`config.mk`:
```
export PLATFORM = sky130hd
export DESIGN_NAME = piso_bit_serializer
export DESIGN_NICKNAME = d
export VERILOG_FILES = /design/src/rtl/piso_bit_serializer.sv
export SDC_FILE = /design/constraint.sdc
export NUM_CORES = 1
export LEC_CHECK = 0
export BUFFER_PORTS_ARGS = -buffer_cell sky130_fd_sc_hd__buf_2
export CAP_MARGIN = 10
export CELL_PAD_IN_SITES_DETAIL_PLACEMENT = 1
export CELL_PAD_IN_SITES_GLOBAL_PLACEMENT = 1
export CORE_AREA = 5 5 47 49
export CTS_CLUSTER_SIZE = 20
export DETAILED_ROUTE_END_ITERATION = 8
export DIE_AREA = 0 0 52 54
export PLACE_DENSITY = 0.69
export SLEW_MARGIN = 10
export SYNTH_ARGS = -nofsm -noshare
export SYNTH_HDL_FRONTEND = slang
export SYNTH_SLANG_ARGS = --single-unit
```
`constraint.sdc`:
```
create_clock -name clk -period 2.3 [get_ports clk]
set_input_delay 0 -clock clk [delete_from_list [all_inputs] [get_ports clk]]
set_output_delay 0 -clock clk [all_outputs]
set_load 0.05 [all_outputs]
```
`src/rtl/piso_bit_serializer.sv`:
```
// piso_bit_serializer
// Parallel-in / serial-out feeder for the serial sequence-detector stage.
// Words arrive over a valid/ready handshake and leave on bit_out, MSB first,
// one bit per clock. Back-to-back words stream with no idle bubble.
// Optional feature macro: PARITY_EN appends an even-parity bit after the LSB.
//
// Handshake: a word is taken on a rising clk edge where din_valid and
// din_ready are both high. din_valid may be raised at any time. din is only
// sampled on that accepting edge. din_ready is high in IDLE and in the final
// bit cycle of a frame, so a waiting word is loaded with no gap. din_ready is
// forced low while rst is high, so nothing can be loaded during reset.
module piso_bit_serializer #(
  parameter int WIDTH = 8
) (
  input  logic             clk,
  input  logic             rst,
  input  logic [WIDTH-1:0] din,
  input  logic             din_valid,
  output logic             din_ready,
  output logic             bit_out,
  output logic             bit_valid,
  output logic             frame_start,
  output logic             busy
);

  localparam int CW = $clog2(WIDTH);

  typedef enum logic [1:0] {
    IDLE   = 2'd0,
    SHIFT  = 2'd1,
    PARITY = 2'd2
  } state_t;

  // FSM state is kept in a named enum signal so checkers can bind to it.
  state_t           state;
  state_t           state_next;
  logic [WIDTH-1:0] sreg;
  logic [CW-1:0]    cnt;
  logic             fs_q;
  logic             last_bit;
  logic             ready_slot;
  logic             accept;
`ifdef PARITY_EN
  logic             par_q;
`endif

  assign last_bit = (state == SHIFT) && (cnt == '0);

  // Handshake slot: IDLE plus the last cycle of the frame currently on the wire.
  always_comb begin
    ready_slot = 1'b0;
`ifdef PARITY_EN
    ready_slot = (state == IDLE) || (state == PARITY);
`else
    ready_slot = (state == IDLE) || last_bit;
`endif
  end

  assign din_ready = ready_slot && !rst;
  assign accept    = din_valid && din_ready;

  // Next-state logic.
  always_comb begin
    state_next = state;
    case (state)
      IDLE: begin
        if (accept) state_next = SHIFT;
      end
      SHIFT: begin
        if (cnt == '0) begin
`ifdef PARITY_EN
          state_next = PARITY;
`else
          state_next = accept ? SHIFT : IDLE;
`endif
        end
      end
      PARITY: begin
        state_next = accept ? SHIFT : IDLE;
      end
      default: state_next = IDLE;
    endcase
  end

  // State register.
  always_ff @(posedge clk or posedge rst) begin
    if (rst) state <= IDLE;
    else     state <= state_next;
  end

  // Datapath: load on accept, otherwise shift left until the counter reaches zero.
  always_ff @(posedge clk or posedge rst) begin
    if (rst) begin
      sreg <= '0;
      cnt  <= '0;
      fs_q <= 1'b0;
    end else begin
      fs_q <= accept;
      if (accept) begin
        sreg <= din;
        cnt  <= CW'(WIDTH - 1);
      end else if ((state == SHIFT) && (cnt != '0)) begin
        sreg <= sreg << 1;
        cnt  <= cnt - CW'(1);
      end
    end
  end

`ifdef PARITY_EN
  // Even parity of the word captured at load time, emitted in the PARITY cycle.
  always_ff @(posedge clk or posedge rst) begin
    if (rst)         par_q <= 1'b0;
    else if (accept) par_q <= ^din;
  end
`endif

  // Output decode: zeros between frames so the detector sees a quiet line.
  always_comb begin
    bit_out = 1'b0;
    case (state)
      SHIFT:   bit_out = sreg[WIDTH-1];
`ifdef PARITY_EN
      PARITY:  bit_out = par_q;
`endif
      default: bit_out = 1'b0;
    endcase
  end

  assign bit_valid   = (state != IDLE);
  assign busy        = (state != IDLE);
  assign frame_start = fs_q;

endmodule
```
==> results.sh, run 1 <==
export IMPL_num_rows=16
export IMPL_crit_path_capture_type="flip-flop"
export IMPL_yosys_top_cells_area="dfrtp_1 (53%), a221o_1 (11%), and2_1 (8.1%)"
export IMPL_p_comb_share_pct=51.9
export IMPL_synth_xor_area_share_pct=0
export IMPL_reg2reg_setup_slack_ns=0.52
export IMPL_drc=0
export IMPL_final_min_period_over_clock_period_pct=77.4
export IMPL_grt_setup_unrepaired="false"
export IMPL_syn_cell_area_sq_um=617
export IMPL_antenna_found_initial=0
export IMPL_dp_hpwl_um=998
export IMPL_design_portCount=16
export IMPL_total_leakage_power_nw=0.420
export IMPL_post_synth_top_area_cell="dfrtp_1"
export IMPL_number_of_global_route_vias_before_repair=541
export IMPL_syn_instance_count=55
export IMPL_post_synth_cell_types=19
export IMPL_holdCritStartpoint="din_valid"
export IMPL_synth_top_cells_by_count="dfrtp_1 (13), and2_1 (8), a221o_1 (7)"
export IMPL_synth_largest_type_area_fraction_pct=52.7
export IMPL_finalMaxSlewViolations=0
export IMPL_post_synthesis_adder_cell_area_fraction_pct=4.06
export IMPL_clock_tree_htree_level_count=1
export IMPL_clk_insertion_delay_late_ns=0.27
export IMPL_synth_enable_flop_cells=0
export IMPL_p_switching_w=0.000469
export IMPL_timing_fmax_mhz=562
export IMPL_layout_nets=95
export IMPL_power_clock_fraction_pct=13.2
export IMPL_cts_clk_slew_worst_paths_ns=0.08
export IMPL_antenna_cells=0
export IMPL_drt_first_iter_violations=7
export IMPL_cts_root_buffer_cell="clkbuf_4"
export IMPL_synthSimpleGateAreaFrac_pct=20.7
export IMPL_final_layout_size_suffix_gt1_share_pct=28.4
export IMPL_synth_yosys_warnings=0
export IMPL_power_internal_w=0.000601
export IMPL_avgSynthCellArea_sq_um=11.2
export IMPL_detail_route_first_pass_iterations=4
export IMPL_setup_worst_path_start_class="flip-flop"
export IMPL_numPortBuffers=15
export IMPL_dieHeight_um=54
export IMPL_synthMostInstantiatedCell="dfrtp_1"
export IMPL_grt_pass1_wl_mm=2.42
export IMPL_cts_sink_count=13
export IMPL_timing_critical_path_from="cnt[0]"
export IMPL_post_cts_repair_setup_buffers=0
export IMPL_synth_compound_area_share_pct=14.6
export IMPL_cap_viol_max_count=0
export IMPL_via_per_inst=4.62
export IMPL_detail_route_antenna_nets=0
export IMPL_worst_endpoint_arrival_ns=1.94
export IMPL_synth_mux_area_fraction_pct=0
export IMPL_setup_viol_count_final=0
export IMPL_layout_area_overhead_vs_synth_pct=33.9
export IMPL_syn_nets=68
export IMPL_dominantRegCellSynth="dfrtp_1"
export IMPL_globalRouteOverflowTotal=0
export IMPL_timing_final_crit_period_ns=1.78
export IMPL_power_total_w=0.00107
export IMPL_status="finished clean"
export IMPL_fp_coreArea_sq_mm=0.00182
export IMPL_area_sequential_sq_um=325
export IMPL_cts_tree="done"
export IMPL_critPathKind="reg2reg"
export IMPL_drt_wirelength_mm=1.40
export IMPL_sw_frac_of_total_pct=43.8
export IMPL_slew_headroom_pct=66.9
export IMPL_worst_path_max_fanout=9
export IMPL_multi_input_logic_area_sq_um=243
export IMPL_powerDensity_mw_per_mm2=1300
export IMPL_routedWlPerCell_um=13.0
export IMPL_final_setup_skew_ns=0.00228
export IMPL_worstRegToRegCells=7
export IMPL_grt_start_max_net_pins=14
export IMPL_number_of_vias_after_detailed_routing=499
export IMPL_fp_dieW_um=52
export IMPL_tightest_slew_ns=0.496
export IMPL_die_area_sq_mm=0.00281
export IMPL_finalSetupTns_ns=0
export IMPL_async_flop_share_pct=100
export IMPL_fillers=208
export IMPL_cts_made_buffers=3
export IMPL_hold_viol_final=0
export IMPL_globalplace_congestion=0.684
export IMPL_worst_r2r_startpoint="cnt[0]"
export IMPL_dominant_combinational_cell_family_by_area_after_synthesis="simple AND/OR/NAND/NOR gates"
export IMPL_globalRouteTotalUtil_pct=12.1
export IMPL_synth_ff_latch_count=13
export IMPL_pwr_share_seq_pct=34.9
export IMPL_initial_utilization_pct=33.9
export IMPL_regToRegEndpoint="sreg[5]"
export IMPL_synth_seq_area_share_pct=52.7
export IMPL_clock_path_buffers=2
export IMPL_min_path_type="in2reg"
export IMPL_irDropWorstVdd_v=0.000598
export IMPL_worst_endpoint_required_ns=2.46
export IMPL_crit_end="sreg[5]"
-- logic make-up (layout without fill, tap and decap cells) --
group / after synthesis / in the layout
simple gates: 21 / 21
flops: 13 / 13
compound gates: 10 / 10
buf+inv: 9 / 35
fa+ha+maj: 2 / 2
-- metal layers --
metal	part of all wire [%]	track usage, %
met1	41	13.3
met2	53	21.1
met3	5.4	4.99
met4	0.93	3.93
met5	0	0
-- worst min path at each step --
stage / to / slack [ns] / cells after the start
floorplan: cnt[0] / -0.12 / 1
global placement: cnt[1] / 0.07 / 2
detailed placement: cnt[0] / 0.08 / 2
CTS: state[0] / 0.15 / 4
global route: state[0] / 0.14 / 4
finish: state[0] / 0.15 / 4
-- registers in the layout, summed over array words and instances (netlist names) --
signal	flops
sreg	8
frame_start	1
state	1
cnt	3
-- layout make-up --
class / count / area share, %
inverter: 6 / 3.03
timing repair buffer: 25 / 20.9
multi-input combinational: 33 / 29.4
clock buffer: 4 / 3.18
tap: 27 / 4.09
sequential: 13 / 39.4
-- power by group through the flow --
| stage | Sequential [W] | Combinational, W | Clock, W |
|---|---|---|---|
| detailed placement | 0.000377 | 0.000555 | 0 |
| global route | 0.000384 | 0.000622 | 0.000160 |
| CTS | 0.000374 | 0.000569 | 0.000147 |
| global placement | 0.000372 | 0.000535 | 0 |
| finish | 0.000374 | 0.000556 | 0.000141 |
| floorplan | 0.000405 | 0.000427 | 0 |
-- placed cells by master (no fill, tap or decap), drive strengths merged --
master       instances
and2                 8
ha                   2
clkbuf               4
nand3                2
o21ai                1
and2b                1
nor2b                1
a221o                7
dlygate4sd3          9
dfrtp               13
nor2                 2
inv                  6
nand2                6
nand2b               1
o211ai               2
buf                 16
-- per-stage QoR --
stage	hold WS [ns]	util [%]	cell area, sq um	cells	setup slack [ns]
after floorplan	-0.123	-	617	55	0.708
after global placement	0.0716	38.9	709	95	0.555
after detailed placement	0.0788	38.9	709	95	0.518
after CTS	0.149	45.3	826	108	0.489
after global routing	0.142	45.3	826	108	0.378
final	0.151	45.3	826	108	0.520
-- critical path, cell delays in order (launching register included) --
cell and delay, ns:
dfrtp_1 0.35, inv_1 0.06, ha_1 0.20, ha_1 0.20
nand2b_1 0.29, nand2_4 0.16, inv_4 0.07, a221o_1 0.35
-- what timing repair did --
action,4_1_cts,5_1_grt
gates resized for setup,0,0
hold buffers,9,0
endpoints found under the hold margin,21,0
Power figures use the tool's default switching activity.
==> run 2, diff against run 1 <==
--- a/config.mk
+++ b/config.mk
@@ -5,15 +5,16 @@
 export SDC_FILE = /design/constraint.sdc
 export NUM_CORES = 1
 export LEC_CHECK = 0
+export ABC_AREA = 1
 export BUFFER_PORTS_ARGS = -buffer_cell sky130_fd_sc_hd__buf_2
 export CAP_MARGIN = 10
 export CELL_PAD_IN_SITES_DETAIL_PLACEMENT = 1
 export CELL_PAD_IN_SITES_GLOBAL_PLACEMENT = 1
-export CORE_AREA = 5 5 47 49
+export CORE_AREA = 5 5 44 65
 export CTS_CLUSTER_SIZE = 20
 export DETAILED_ROUTE_END_ITERATION = 8
-export DIE_AREA = 0 0 52 54
-export PLACE_DENSITY = 0.69
+export DIE_AREA = 0 0 49 70
+export PLACE_DENSITY = 0.67
 export SLEW_MARGIN = 10
 export SYNTH_ARGS = -nofsm -noshare
 export SYNTH_HDL_FRONTEND = slang
==> constraint.sdc (replaced) <==
create_clock -name clk -period 1.55 [get_ports clk]
set_input_delay 0 -clock clk [delete_from_list [all_inputs] [get_ports clk]]
set_output_delay 0 -clock clk [all_outputs]
set_load 0.05 [all_outputs]
==> results.sh, run 2 <==
export IMPL_syn_nets=87
export IMPL_timing_critical_path_from="cnt[0]"
export IMPL_synth_largest_type_area_fraction_pct=43.2
export IMPL_dominantRegCellSynth="dfrtp_1"
export IMPL_crit_top_cell="ha_1"
export IMPL_layout_area_overhead_vs_synth_pct=20.4
export IMPL_largest_register_ff_count=8
export IMPL_met1_usage_grt_pct=11.2
export IMPL_finalMaxSlewViolations=0
export IMPL_tightest_slew_ns=0.302
export IMPL_final_min_period_over_clock_period_pct=96.5
export IMPL_detail_route_first_pass_iterations=2
export IMPL_worst_path_max_fanout=5
export IMPL_irDropWorstVdd_v=0.000699
export IMPL_cts_root_buffer_cell="clkbuf_4"
export IMPL_reg2reg_setup_slack_ns=0.05
export IMPL_powerDensity_mw_per_mm2=1970
export IMPL_clock_path_buffers=2
export IMPL_cts_clk_slew_worst_paths_ns=0.08
export IMPL_worst_endpoint_arrival_ns=1.50
export IMPL_cap_viol_max_count=0
export IMPL_drt_wirelength_mm=1.65
export IMPL_cell_by_cell_listing_of_the_critical_path="inv_2 -> ha_1 -> ha_1 -> inv_1 -> nand2_2 -> inv_4 -> nor2_4 -> buf_6"
export IMPL_min_path_type="in2reg"
export IMPL_timing_final_crit_period_ns=1.50
export IMPL_top_register="sreg"
export IMPL_antenna_found_initial=0
export IMPL_final_layout_size_suffix_gt1_share_pct=45.8
export IMPL_async_flop_share_pct=100
export IMPL_layout_cells_most_common="nand2_1"
export IMPL_yosys_top_cells_area="dfrtp_1 (43%), o211ai_2 (10%), nand2_1 (7.5%)"
export IMPL_critPathKind="reg2out"
export IMPL_routedWlPerCell_um=13.8
export IMPL_grt_use_met3_pct=3.40
export IMPL_numPortBuffers=15
export IMPL_finalSetupTns_ns=0
export IMPL_final_setup_skew_ns=0.000705
export IMPL_cts_sink_count=13
export IMPL_cts_made_buffers=3
export IMPL_status="finished clean"
export IMPL_total_leakage_power_nw=0.488
export IMPL_most_common_layout_cells="nand2_1 (15), buf_2 (14), dfrtp_1 (13), nand4_1 (7), buf_4 (7)"
export IMPL_cts_tree="done"
export IMPL_worst_path_max_delay_cell="dfrtp_1"
export IMPL_layout_nets=110
export IMPL_synth_ff_latch_count=13
export IMPL_drc=0
export IMPL_initial_utilization_pct=34.1
export IMPL_fillers=270
export IMPL_num_rows=21
export IMPL_hold_path_cell_count=3
export IMPL_post_synth_cell_types=18
export IMPL_reg_largest_list="sreg x8, cnt x3"
export IMPL_slew_headroom_pct=79.9
export IMPL_multi_input_logic_area_sq_um=332
export IMPL_clock_tree_htree_level_count=1
export IMPL_synth_enable_flop_cells=0
export IMPL_setup_worst_path_start_class="flip-flop"
export IMPL_grt_most_used_layer="met2"
export IMPL_avgSynthCellArea_sq_um=10.2
export IMPL_post_synth_top_area_cell="dfrtp_1"
export IMPL_globalRouteTotalUtil_pct=10.6
export IMPL_worst_r2r_startpoint="cnt[0]"
export IMPL_min_delay_worst_endpoint="sreg[1]"
export IMPL_antenna_cells=0
export IMPL_worst_endpoint_required_ns=1.55
export IMPL_design_portCount=16
export IMPL_drt_first_iter_violations=6
export IMPL_die_area_sq_mm=0.00343
export IMPL_holdCritStartpoint="din[1]"
export IMPL_crit_path_max_incr_delay_ns=0.38
export IMPL_synthMostInstantiatedCell="nand2_1"
export IMPL_dp_hpwl_mm=1.19
export IMPL_crit_path_capture_type="primary output"
export IMPL_fp_coreArea_sq_mm=0.00221
export IMPL_dpl_cell_count=110
export IMPL_synth_yosys_warnings=0
export IMPL_globalRouteOverflowTotal=0
export IMPL_timing_fmax_mhz=668
export IMPL_number_of_global_route_vias_before_repair=656
export IMPL_synth_top_cells_by_count="nand2_1 (15), dfrtp_1 (13), inv_1 (7), nand4_1 (7), o211ai_2 (6)"
export IMPL_detail_route_antenna_nets=0
export IMPL_area_sequential_sq_um=325
export IMPL_globalplace_congestion=0.726
export IMPL_grt_pass1_wl_mm=2.90
export IMPL_met2_usage_pct=18.6
export IMPL_syn_instance_count=74
export IMPL_worstRegToRegCells=10
export IMPL_hold_viol_final=0
export IMPL_clk_insertion_delay_late_ns=0.27
export IMPL_via_per_inst=5.15
export IMPL_fp_dieW_um=49
export IMPL_layout_cells_non_filler=119
export IMPL_synth_seq_area_share_pct=43.2
export IMPL_number_of_vias_after_detailed_routing=613
export IMPL_dieHeight_um=70
export IMPL_grt_start_max_net_pins=22
export IMPL_syn_cell_area_sq_um=753
export IMPL_setup_viol_count_final=0
export IMPL_regToRegEndpoint="sreg[4]"
-- run 2: cell type report --
type | instances | area share [%]
flip-flops and latches | 13 | 35.9
well taps | 23 | 3.17
repair buffers | 24 | 17.0
inverters | 9 | 4.55
multi-input cells | 46 | 36.6
clock buffers | 4 | 2.90
-- run 2: cell families after synthesis --
group	share of synthesized area, %
adder cells (fa/ha/maj)	3.32
AO/OA/AOI/OAI	12.6
flip-flops	43.2
AND/OR/NAND/NOR	27.1
buffers and inverters	13.8
-- run 2: timing repair --
| item | CTS | global route |
|---|---|---|
| gates resized for setup | 4 | 2 |
| hold buffers | 2 | 0 |
| endpoints found under the setup margin | 1 | 4 |
| buffers inserted | 2 | 2 |
| hold endpoints to repair | 14 | 0 |
-- run 2: worst max-delay path: cells and delay by family, from the launching register on --
| family | cells | cell delay, ns |
|---|---|---|
| buffers and inverters | 4 | 0.36 |
| AND/OR/NAND/NOR | 2 | 0.11 |
| flip-flops | 1 | 0.38 |
| adder cells (fa/ha/maj) | 2 | 0.36 |
-- run 2: worst max-delay path by stage --
stage | cells after the start | endpoint | slack, ns
global placement | 10 | sreg[0] | 0.17
floorplan | 8 | din_ready | 0.10
CTS | 8 | din_ready | 0.04
finish | 8 | din_ready | 0.05
detailed placement | 8 | sreg[6] | 0.11
global route | 10 | sreg[2] | -0.04
-- run 2: through the flow --
step                worst slack [ns]  instance area, sq um  power (W)  util (%)  hold WS [ns]
floorplan                      0.101                   756    0.00137         -       -0.0761
global placement               0.170                   825    0.00147      37.4        0.0510
detailed placement             0.111                   825    0.00150      37.4        0.0555
CTS                           0.0378                   885    0.00176      40.1      0.000667
global route                 -0.0360                   907    0.00194      41.1        0.0114
finish                        0.0535                   907    0.00178      41.1       0.00915
-- run 2: per-layer routing --
metal	part of all wire, %	up-vias
met5	0	-
met4	1.6	0
met2	54	12
li1	-	297
met1	40	300
met3	4.6	4
-- run 2: power by group --
group	switching [W]	internal (W)	total [W]
sequential	0.0000893	0.000480	0.000570
combinational	0.000617	0.000391	0.00101
clock	0.000107	0.0000997	0.000207
total	0.000813	0.000971	0.00178
